## src/rtl/arm_ctrl_pkg.sv

```systemverilog
`default_nettype none
// ============================================================================
// Module   : arm_ctrl_pkg
// Brief    : Shared types and encodings for the multicycle ARM control unit:
//            FSM states, ALU control codes, data-processing commands,
//            condition codes, NZCV bit indices and the command decode helpers.
// Revision : 1.0 - initial release
// ============================================================================
package arm_ctrl_pkg;

   // Controller states, 4-bit encoding
   typedef enum logic [3:0] {
      ST_FETCH    = 4'd0,
      ST_DECODE   = 4'd1,
      ST_MEMADR   = 4'd2,
      ST_MEMREAD  = 4'd3,
      ST_MEMWB    = 4'd4,
      ST_MEMWRITE = 4'd5,
      ST_EXECUTER = 4'd6,
      ST_EXECUTEI = 4'd7,
      ST_ALUWB    = 4'd8,
      ST_BRANCH   = 4'd9
   } state_t;

   // ALUControl encodings
   localparam logic [1:0] c_alu_add = 2'b00;
   localparam logic [1:0] c_alu_sub = 2'b01;
   localparam logic [1:0] c_alu_and = 2'b10;
   localparam logic [1:0] c_alu_orr = 2'b11;

   // Data-processing cmd field
   localparam logic [3:0] c_cmd_and = 4'b0000;
   localparam logic [3:0] c_cmd_sub = 4'b0010;
   localparam logic [3:0] c_cmd_add = 4'b0100;
   localparam logic [3:0] c_cmd_cmp = 4'b1010;
   localparam logic [3:0] c_cmd_orr = 4'b1100;

   // Condition field
   localparam logic [3:0] c_cond_eq = 4'b0000;
   localparam logic [3:0] c_cond_ne = 4'b0001;
   localparam logic [3:0] c_cond_cs = 4'b0010;
   localparam logic [3:0] c_cond_cc = 4'b0011;
   localparam logic [3:0] c_cond_mi = 4'b0100;
   localparam logic [3:0] c_cond_pl = 4'b0101;
   localparam logic [3:0] c_cond_vs = 4'b0110;
   localparam logic [3:0] c_cond_vc = 4'b0111;
   localparam logic [3:0] c_cond_hi = 4'b1000;
   localparam logic [3:0] c_cond_ls = 4'b1001;
   localparam logic [3:0] c_cond_ge = 4'b1010;
   localparam logic [3:0] c_cond_lt = 4'b1011;
   localparam logic [3:0] c_cond_gt = 4'b1100;
   localparam logic [3:0] c_cond_le = 4'b1101;
   localparam logic [3:0] c_cond_al = 4'b1110;
   localparam logic [3:0] c_cond_nv = 4'b1111;

   // NZCV bit positions
   localparam int c_flag_n = 3;
   localparam int c_flag_z = 2;
   localparam int c_flag_c = 1;
   localparam int c_flag_v = 0;

   // cmd -> ALUControl; unsupported commands fall back to add
   function automatic logic [1:0] cmd_alu(input logic [3:0] cmd);
      case (cmd)
         c_cmd_add: cmd_alu = c_alu_add;
         c_cmd_sub: cmd_alu = c_alu_sub;
         c_cmd_cmp: cmd_alu = c_alu_sub;
         c_cmd_and: cmd_alu = c_alu_and;
         c_cmd_orr: cmd_alu = c_alu_orr;
         default:   cmd_alu = c_alu_add;
      endcase
   endfunction

   // Commands that write a result register (CMP and unsupported ones do not)
   function automatic logic cmd_writes(input logic [3:0] cmd);
      cmd_writes = (cmd == c_cmd_add) || (cmd == c_cmd_sub) ||
                   (cmd == c_cmd_and) || (cmd == c_cmd_orr);
   endfunction

endpackage
`default_nettype wire

```

## src/rtl/arm_cond_check.sv

```systemverilog
`default_nettype none
// ============================================================================
// Module   : arm_cond_check
// Brief    : Combinational ARM condition-code evaluation of Cond against NZCV.
// Revision : 1.0 - initial release
// ============================================================================
module arm_cond_check
   import arm_ctrl_pkg::*;
(
   input  logic [3:0] i_cond,
   input  logic [3:0] i_flags,
   output logic       o_condex
);

   logic w_n, w_z, w_c, w_v;

   assign w_n = i_flags[c_flag_n];
   assign w_z = i_flags[c_flag_z];
   assign w_c = i_flags[c_flag_c];
   assign w_v = i_flags[c_flag_v];

   // Condition decode; the never-condition (1111) evaluates false
   always_comb begin
      o_condex = 1'b0;
      case (i_cond)
         c_cond_eq: o_condex = w_z;
         c_cond_ne: o_condex = ~w_z;
         c_cond_cs: o_condex = w_c;
         c_cond_cc: o_condex = ~w_c;
         c_cond_mi: o_condex = w_n;
         c_cond_pl: o_condex = ~w_n;
         c_cond_vs: o_condex = w_v;
         c_cond_vc: o_condex = ~w_v;
         c_cond_hi: o_condex = w_c & ~w_z;
         c_cond_ls: o_condex = ~w_c | w_z;
         c_cond_ge: o_condex = (w_n == w_v);
         c_cond_lt: o_condex = (w_n != w_v);
         c_cond_gt: o_condex = ~w_z & (w_n == w_v);
         c_cond_le: o_condex = w_z | (w_n != w_v);
         c_cond_al: o_condex = 1'b1;
         c_cond_nv: o_condex = 1'b0;
         default:   o_condex = 1'b0;
      endcase
   end

endmodule
`default_nettype wire

```

## src/rtl/arm_mc_controller.sv

```systemverilog
`default_nettype none
// ============================================================================
// Module   : arm_mc_controller
// Brief    : Multicycle ARM control unit. Sequences the shared ALU through
//            fetch/decode/execute states, holds NZCV, and drives every
//            datapath select and write enable.
// Revision : 1.0 - initial release
// ============================================================================
module arm_mc_controller
   import arm_ctrl_pkg::*;
#(
   parameter logic [3:0] FLAGS_RST = 4'b0000
) (
   input  logic       clk,
   input  logic       reset,
   input  logic [3:0] Cond,
   input  logic [1:0] Op,
   input  logic [5:0] Funct,
   input  logic [3:0] Rd,
   input  logic [3:0] ALUFlags,
   output logic       PCWrite,
   output logic       MemWrite,
   output logic       RegWrite,
   output logic       IRWrite,
   output logic       AdrSrc,
   output logic [1:0] RegSrc,
   output logic [1:0] ALUSrcA,
   output logic [1:0] ALUSrcB,
   output logic [1:0] ResultSrc,
   output logic [1:0] ImmSrc,
   output logic [1:0] ALUControl
);

   state_t     r_state;
   state_t     w_next;
   logic [3:0] r_flags;
   logic       r_condexl;
   logic       w_condex;
   logic [3:0] w_cmd;
   logic [1:0] w_alu;
   logic       w_dp_wr;
   logic       w_flag_upd;

   assign w_cmd   = Funct[4:1];
   assign w_alu   = cmd_alu(w_cmd);
   assign w_dp_wr = r_condexl & cmd_writes(w_cmd);

   // Flags change only on the edge that ends an executed data-processing step
   assign w_flag_upd = ((r_state == ST_EXECUTER) || (r_state == ST_EXECUTEI)) &&
                       (Funct[0] || (w_cmd == c_cmd_cmp)) && r_condexl;

   arm_cond_check u_cond (
      .i_cond   (Cond),
      .i_flags  (r_flags),
      .o_condex (w_condex)
   );

   // State register
   always_ff @(posedge clk or posedge reset) begin
      if (reset) r_state <= ST_FETCH;
      else       r_state <= w_next;
   end

   // NZCV register and the condition result latched at decode
   always_ff @(posedge clk or posedge reset) begin
      if (reset) begin
         r_flags   <= FLAGS_RST;
         r_condexl <= 1'b0;
      end else begin
         if (r_state == ST_DECODE) r_condexl <= w_condex;
         if (w_flag_upd) begin
            r_flags[c_flag_n] <= ALUFlags[c_flag_n];
            r_flags[c_flag_z] <= ALUFlags[c_flag_z];
            if (!w_alu[1]) begin
               r_flags[c_flag_c] <= ALUFlags[c_flag_c];
               r_flags[c_flag_v] <= ALUFlags[c_flag_v];
            end
         end
      end
   end

   // Next-state logic
   always_comb begin
      w_next = ST_FETCH;
      case (r_state)
         ST_FETCH:  w_next = ST_DECODE;
         ST_DECODE: begin
            case (Op)
               2'b01:   w_next = ST_MEMADR;
               2'b00:   w_next = Funct[5] ? ST_EXECUTEI : ST_EXECUTER;
               2'b10:   w_next = ST_BRANCH;
               default: w_next = ST_FETCH;
            endcase
         end
         ST_MEMADR:   w_next = Funct[0] ? ST_MEMREAD : ST_MEMWRITE;
         ST_MEMREAD:  w_next = ST_MEMWB;
         ST_EXECUTER: w_next = ST_ALUWB;
         ST_EXECUTEI: w_next = ST_ALUWB;
         default:     w_next = ST_FETCH;
      endcase
   end

   // Moore output decode, write enables gated by the latched condition
   always_comb begin
      PCWrite    = 1'b0;
      MemWrite   = 1'b0;
      RegWrite   = 1'b0;
      IRWrite    = 1'b0;
      AdrSrc     = 1'b0;
      ALUSrcA    = 2'b00;
      ALUSrcB    = 2'b00;
      ResultSrc  = 2'b00;
      ALUControl = c_alu_add;
      case (r_state)
         ST_FETCH: begin
            IRWrite   = 1'b1;
            PCWrite   = 1'b1;
            ALUSrcA   = 2'b01;
            ALUSrcB   = 2'b10;
            ResultSrc = 2'b10;
         end
         ST_DECODE: begin
            ALUSrcA   = 2'b01;
            ALUSrcB   = 2'b10;
            ResultSrc = 2'b10;
         end
         ST_MEMADR:  ALUSrcB = 2'b01;
         ST_MEMREAD: AdrSrc  = 1'b1;
         ST_MEMWB: begin
            ResultSrc = 2'b01;
            RegWrite  = r_condexl;
         end
         ST_MEMWRITE: begin
            AdrSrc   = 1'b1;
            MemWrite = r_condexl;
         end
         ST_EXECUTER: ALUControl = w_alu;
         ST_EXECUTEI: begin
            ALUSrcB    = 2'b01;
            ALUControl = w_alu;
         end
         ST_ALUWB: begin
            RegWrite = w_dp_wr;
            PCWrite  = w_dp_wr & (Rd == 4'b1111);
         end
         ST_BRANCH: begin
            ALUSrcB   = 2'b01;
            ResultSrc = 2'b10;
            PCWrite   = r_condexl;
         end
         default: ;
      endcase
   end

   // Instruction-class decodes independent of state
   assign ImmSrc    = Op;
   assign RegSrc[0] = (Op == 2'b10);
   assign RegSrc[1] = (Op == 2'b01);

endmodule
`default_nettype wire

```

## config.mk

```make
export PLATFORM = sky130hd
export DESIGN_NAME = arm_mc_controller
export DESIGN_NICKNAME = d
export VERILOG_FILES = /design/src/rtl/arm_ctrl_pkg.sv /design/src/rtl/arm_cond_check.sv /design/src/rtl/arm_mc_controller.sv
export SDC_FILE = /design/constraint.sdc
export NUM_CORES = 1
export LEC_CHECK = 0
export ABC_AREA = 1
export BUFFER_PORTS_ARGS = -buffer_cell sky130_fd_sc_hd__buf_2
export CELL_PAD_IN_SITES_DETAIL_PLACEMENT = 0
export CELL_PAD_IN_SITES_GLOBAL_PLACEMENT = 1
export CORE_ASPECT_RATIO = 1.4
export CORE_MARGIN = 3
export CORE_UTILIZATION = 32
export DETAILED_ROUTE_END_ITERATION = 16
export GPL_TIMING_DRIVEN = 0
export PLACE_DENSITY_LB_ADDON = 0.1
export RECOVER_POWER = 50
export SYNTH_ARGS = -nofsm -noshare
export SYNTH_HDL_FRONTEND = slang
export SYNTH_SLANG_ARGS = --single-unit
```

## constraint.sdc

```tcl
create_clock -name clk -period 2.7 [get_ports clk]
set_input_delay 0 -clock clk [delete_from_list [all_inputs] [get_ports clk]]
set_output_delay 0 -clock clk [all_outputs]
set_load 0.02 [all_outputs]
```

==> metrics.yaml <==
synthesis:
  avgSynthCellArea_um2: 6.06
  yosysWarningCount: 0
  ys_seq_area_share_pct: 26.9
  yosys_register_bits: 9
  synth_cells: 138
  netlist_area_um2: 836
  syn_nets: 160
  synth_cell_type_count: 25
global_route:
  grt_usage_pct: 14.7
  antenna_found_initial: 0
  grt_pass1_wl_mm: 3.73
  grt-ovfl-total: 0
  grt_start_max_net_pins: 10
  grt_pass1_vias: 927
die:
  core_um2: 2440
  die_w_um: 49.2
  start_util_pct: 34.2
  die_h_um: 66.5
  rows: 21
  io_pins: 39
  dieArea_um2: 3270
clock_network:
  worstSkewPairLatency_ns: 0.26
  post_cts_resize_count: 0
  cts.reportedPaths.clkPinSlew_ns: 0.06
  htree_num_levels: 1
  tritoncts: "built"
  cts_setup_buffers: 0
  cts_root_buf: "clkbuf_4"
  clockBufferDepth: 2
  cts_buffers: 3
  clkSinkCount: 9
status:
  status: "completed"
timing:
  fin_hold_ws_ns: 0.00548
  setup_tns_ns: 0
  setup_viol: 0
  fin_skew_ns: 0.00627
  slew_viol_final: 0
  period_minus_slack_ns: 1.61
  fin_crit_sh_pct: 59.6
  rsz0062_at_grt: "no"
  max_freq_mhz: 622
  hold_viol: 0
layout:
  drive_above_1_share_pct: 26.6
  fin_area_um2: 1130
  register_area_um2: 225
  nets: 207
  area_growth_pct: 35.2
  final_util_pct: 46.2
  multi_input_area_um2: 499
  fill_cells: 292
  num_antenna_cells: 0
detailed_routing:
  vias_per_cell: 4.63
  via_count: 1009
  ant_nets: 0
  drc_errors: 0
  drtIter0Drc: 10
  first_pass_iters: 6
  drt-wirelength-per-cell_um: 10.3
  wl_mm: 2.25
place:
  port_buffers: 37
  place_area_um2: 1060
  gp_congestion: 0.765
  hpwl_mm: 1.86
flow_run:
  max_cap_viol_count: 0
setup_path:
  critPathArrivalTime_ns: 1.61
  worstPathMaxFanout: 6
  critPathCaptureType: "output pin"
  critical_path_required_ns: 2.70
  crit_type: "reg -> out"
  startpoint_type: "flip-flop"
hold_path:
  min_path_type: "in -> reg"
pwr:
  power.density_nw_per_um2: 800
  leakage_uw: 0.000617
  peakVddDrop_uv: 570
  report.power.total_uw: 904
[area by class of cell]
type / count / share of cell area [%]
multi-input combinational: 103 / 44.2
timing repair buffer: 42 / 20.2
sequential: 9 / 19.9
inverter: 23 / 7.64
tap: 34 / 3.77
clock buffer: 4 / 2.33
buffer: 3 / 1.99
[repair_timing]
| item | 4_1_cts | 5_1_grt |
|---|---|---|
| hold buffers | 5 | 0 |
| endpoints found under the hold margin | 13 | 0 |
| endpoints found under the setup margin | 0 | 0 |
[metal layers]
metal	vias up	wire, um	GRT usage [%]
li1	523	-	-
met5	-	0	0
met3	2	113	2.01
met1	454	879	14.8
met4	0	27	8.19
met2	30	1230	28.7
[report_power, final]
group          total, uW  internal (uW)  switching [uW]
clock network        102           56.8            45.2
registers            246            179            67.1
logic                555            186             370
total                904            422             482
[logic make-up (layout without fill, tap and decap cells)]
logic type | Yosys count | in the layout | synth area share, %
AO/OA/AOI/OAI | 18 | 18 | 13.2
buffers and inverters | 26 | 72 | 13.0
flip-flops | 9 | 9 | 26.9
other | 1 | 1 | 0.449
AND/OR/NAND/NOR | 84 | 84 | 46.4
[Yosys cell counts]
cell type	count	area share, %
nand2_1	38	17
inv_1	20	9.0
nor2_1	19	8.5
nand3_1	14	8.4
dfrtp_1	9	27
a21oi_1	7	4.2
nor2_2	4	3.0
buf_4	3	2.7
inv_2	3	1.3
nor2_4	3	4.0
o21ai_0	3	1.8
nand4_1	2	1.5
conb_1	1	0.45
nand2_2	1	0.75
nand3_2	1	1.2
nor3_2	1	1.2
o211ai_1	1	0.90
o21ai_1	1	0.60
o21ai_2	1	1.0
o21bai_1	1	0.90
o221ai_1	1	1.0
o22ai_1	1	0.75
o311ai_0	1	1.0
o31ai_1	1	0.90
or2_1	1	0.75
[registers in the layout, indices dropped and copies added, names as in the netlist]
signal,count
r_state,4
r_condexl,1
r_flags,4
[per-stage QoR]
| stage | std cells | setup slack [ns] |
|---|---|---|
| final | 218 | 1.09 |
| after global routing | 218 | 0.906 |
| after CTS | 218 | 1.05 |
| after detailed placement | 209 | 1.35 |
| after global placement | 209 | 1.35 |
| after floorplan | 138 | 1.27 |
[critical path: stages (launching register included)]
cell and delay, ns:
dfrtp_1 0.45, inv_1 0.15, nand2_1 0.12, nor2_1 0.11, nand4_1 0.10, nor2_1 0.11
nand2_1 0.06, o221ai_1 0.06, buf_2 0.19
[path summary, 6_finish.rpt]
kind                             start    endpoint  slack (ns)  depth (start not counted)
min                        ALUFlags[1]  r_flags[1]       0.005                          3
min in group asynchronous        reset  r_state[2]        0.24                          3
max in group asynchronous        reset  r_flags[0]        2.20                          3
min reg2reg                 r_flags[2]  r_flags[2]        0.60                          2
max reg2reg                 r_state[3]   r_condexl        1.37                          8
max                         r_state[0]     PCWrite        1.09                          8
[cells in the final DEF, fill, tap and decap left out, types with 2 or more instances in the layout]
cell type / instances
a21oi_1: 7
inv_1: 21
nor2_1: 20
clkbuf_1: 7
nand2_1: 38
dfrtp_1: 9
clkbuf_4: 3
o21ai_0: 3
dlygate4sd3_1: 5
nor2_4: 3
inv_2: 2
nor2_2: 3
nand3_1: 14
buf_4: 3
buf_2: 31
nand4_1: 2
Power figures use the tool's default switching activity.
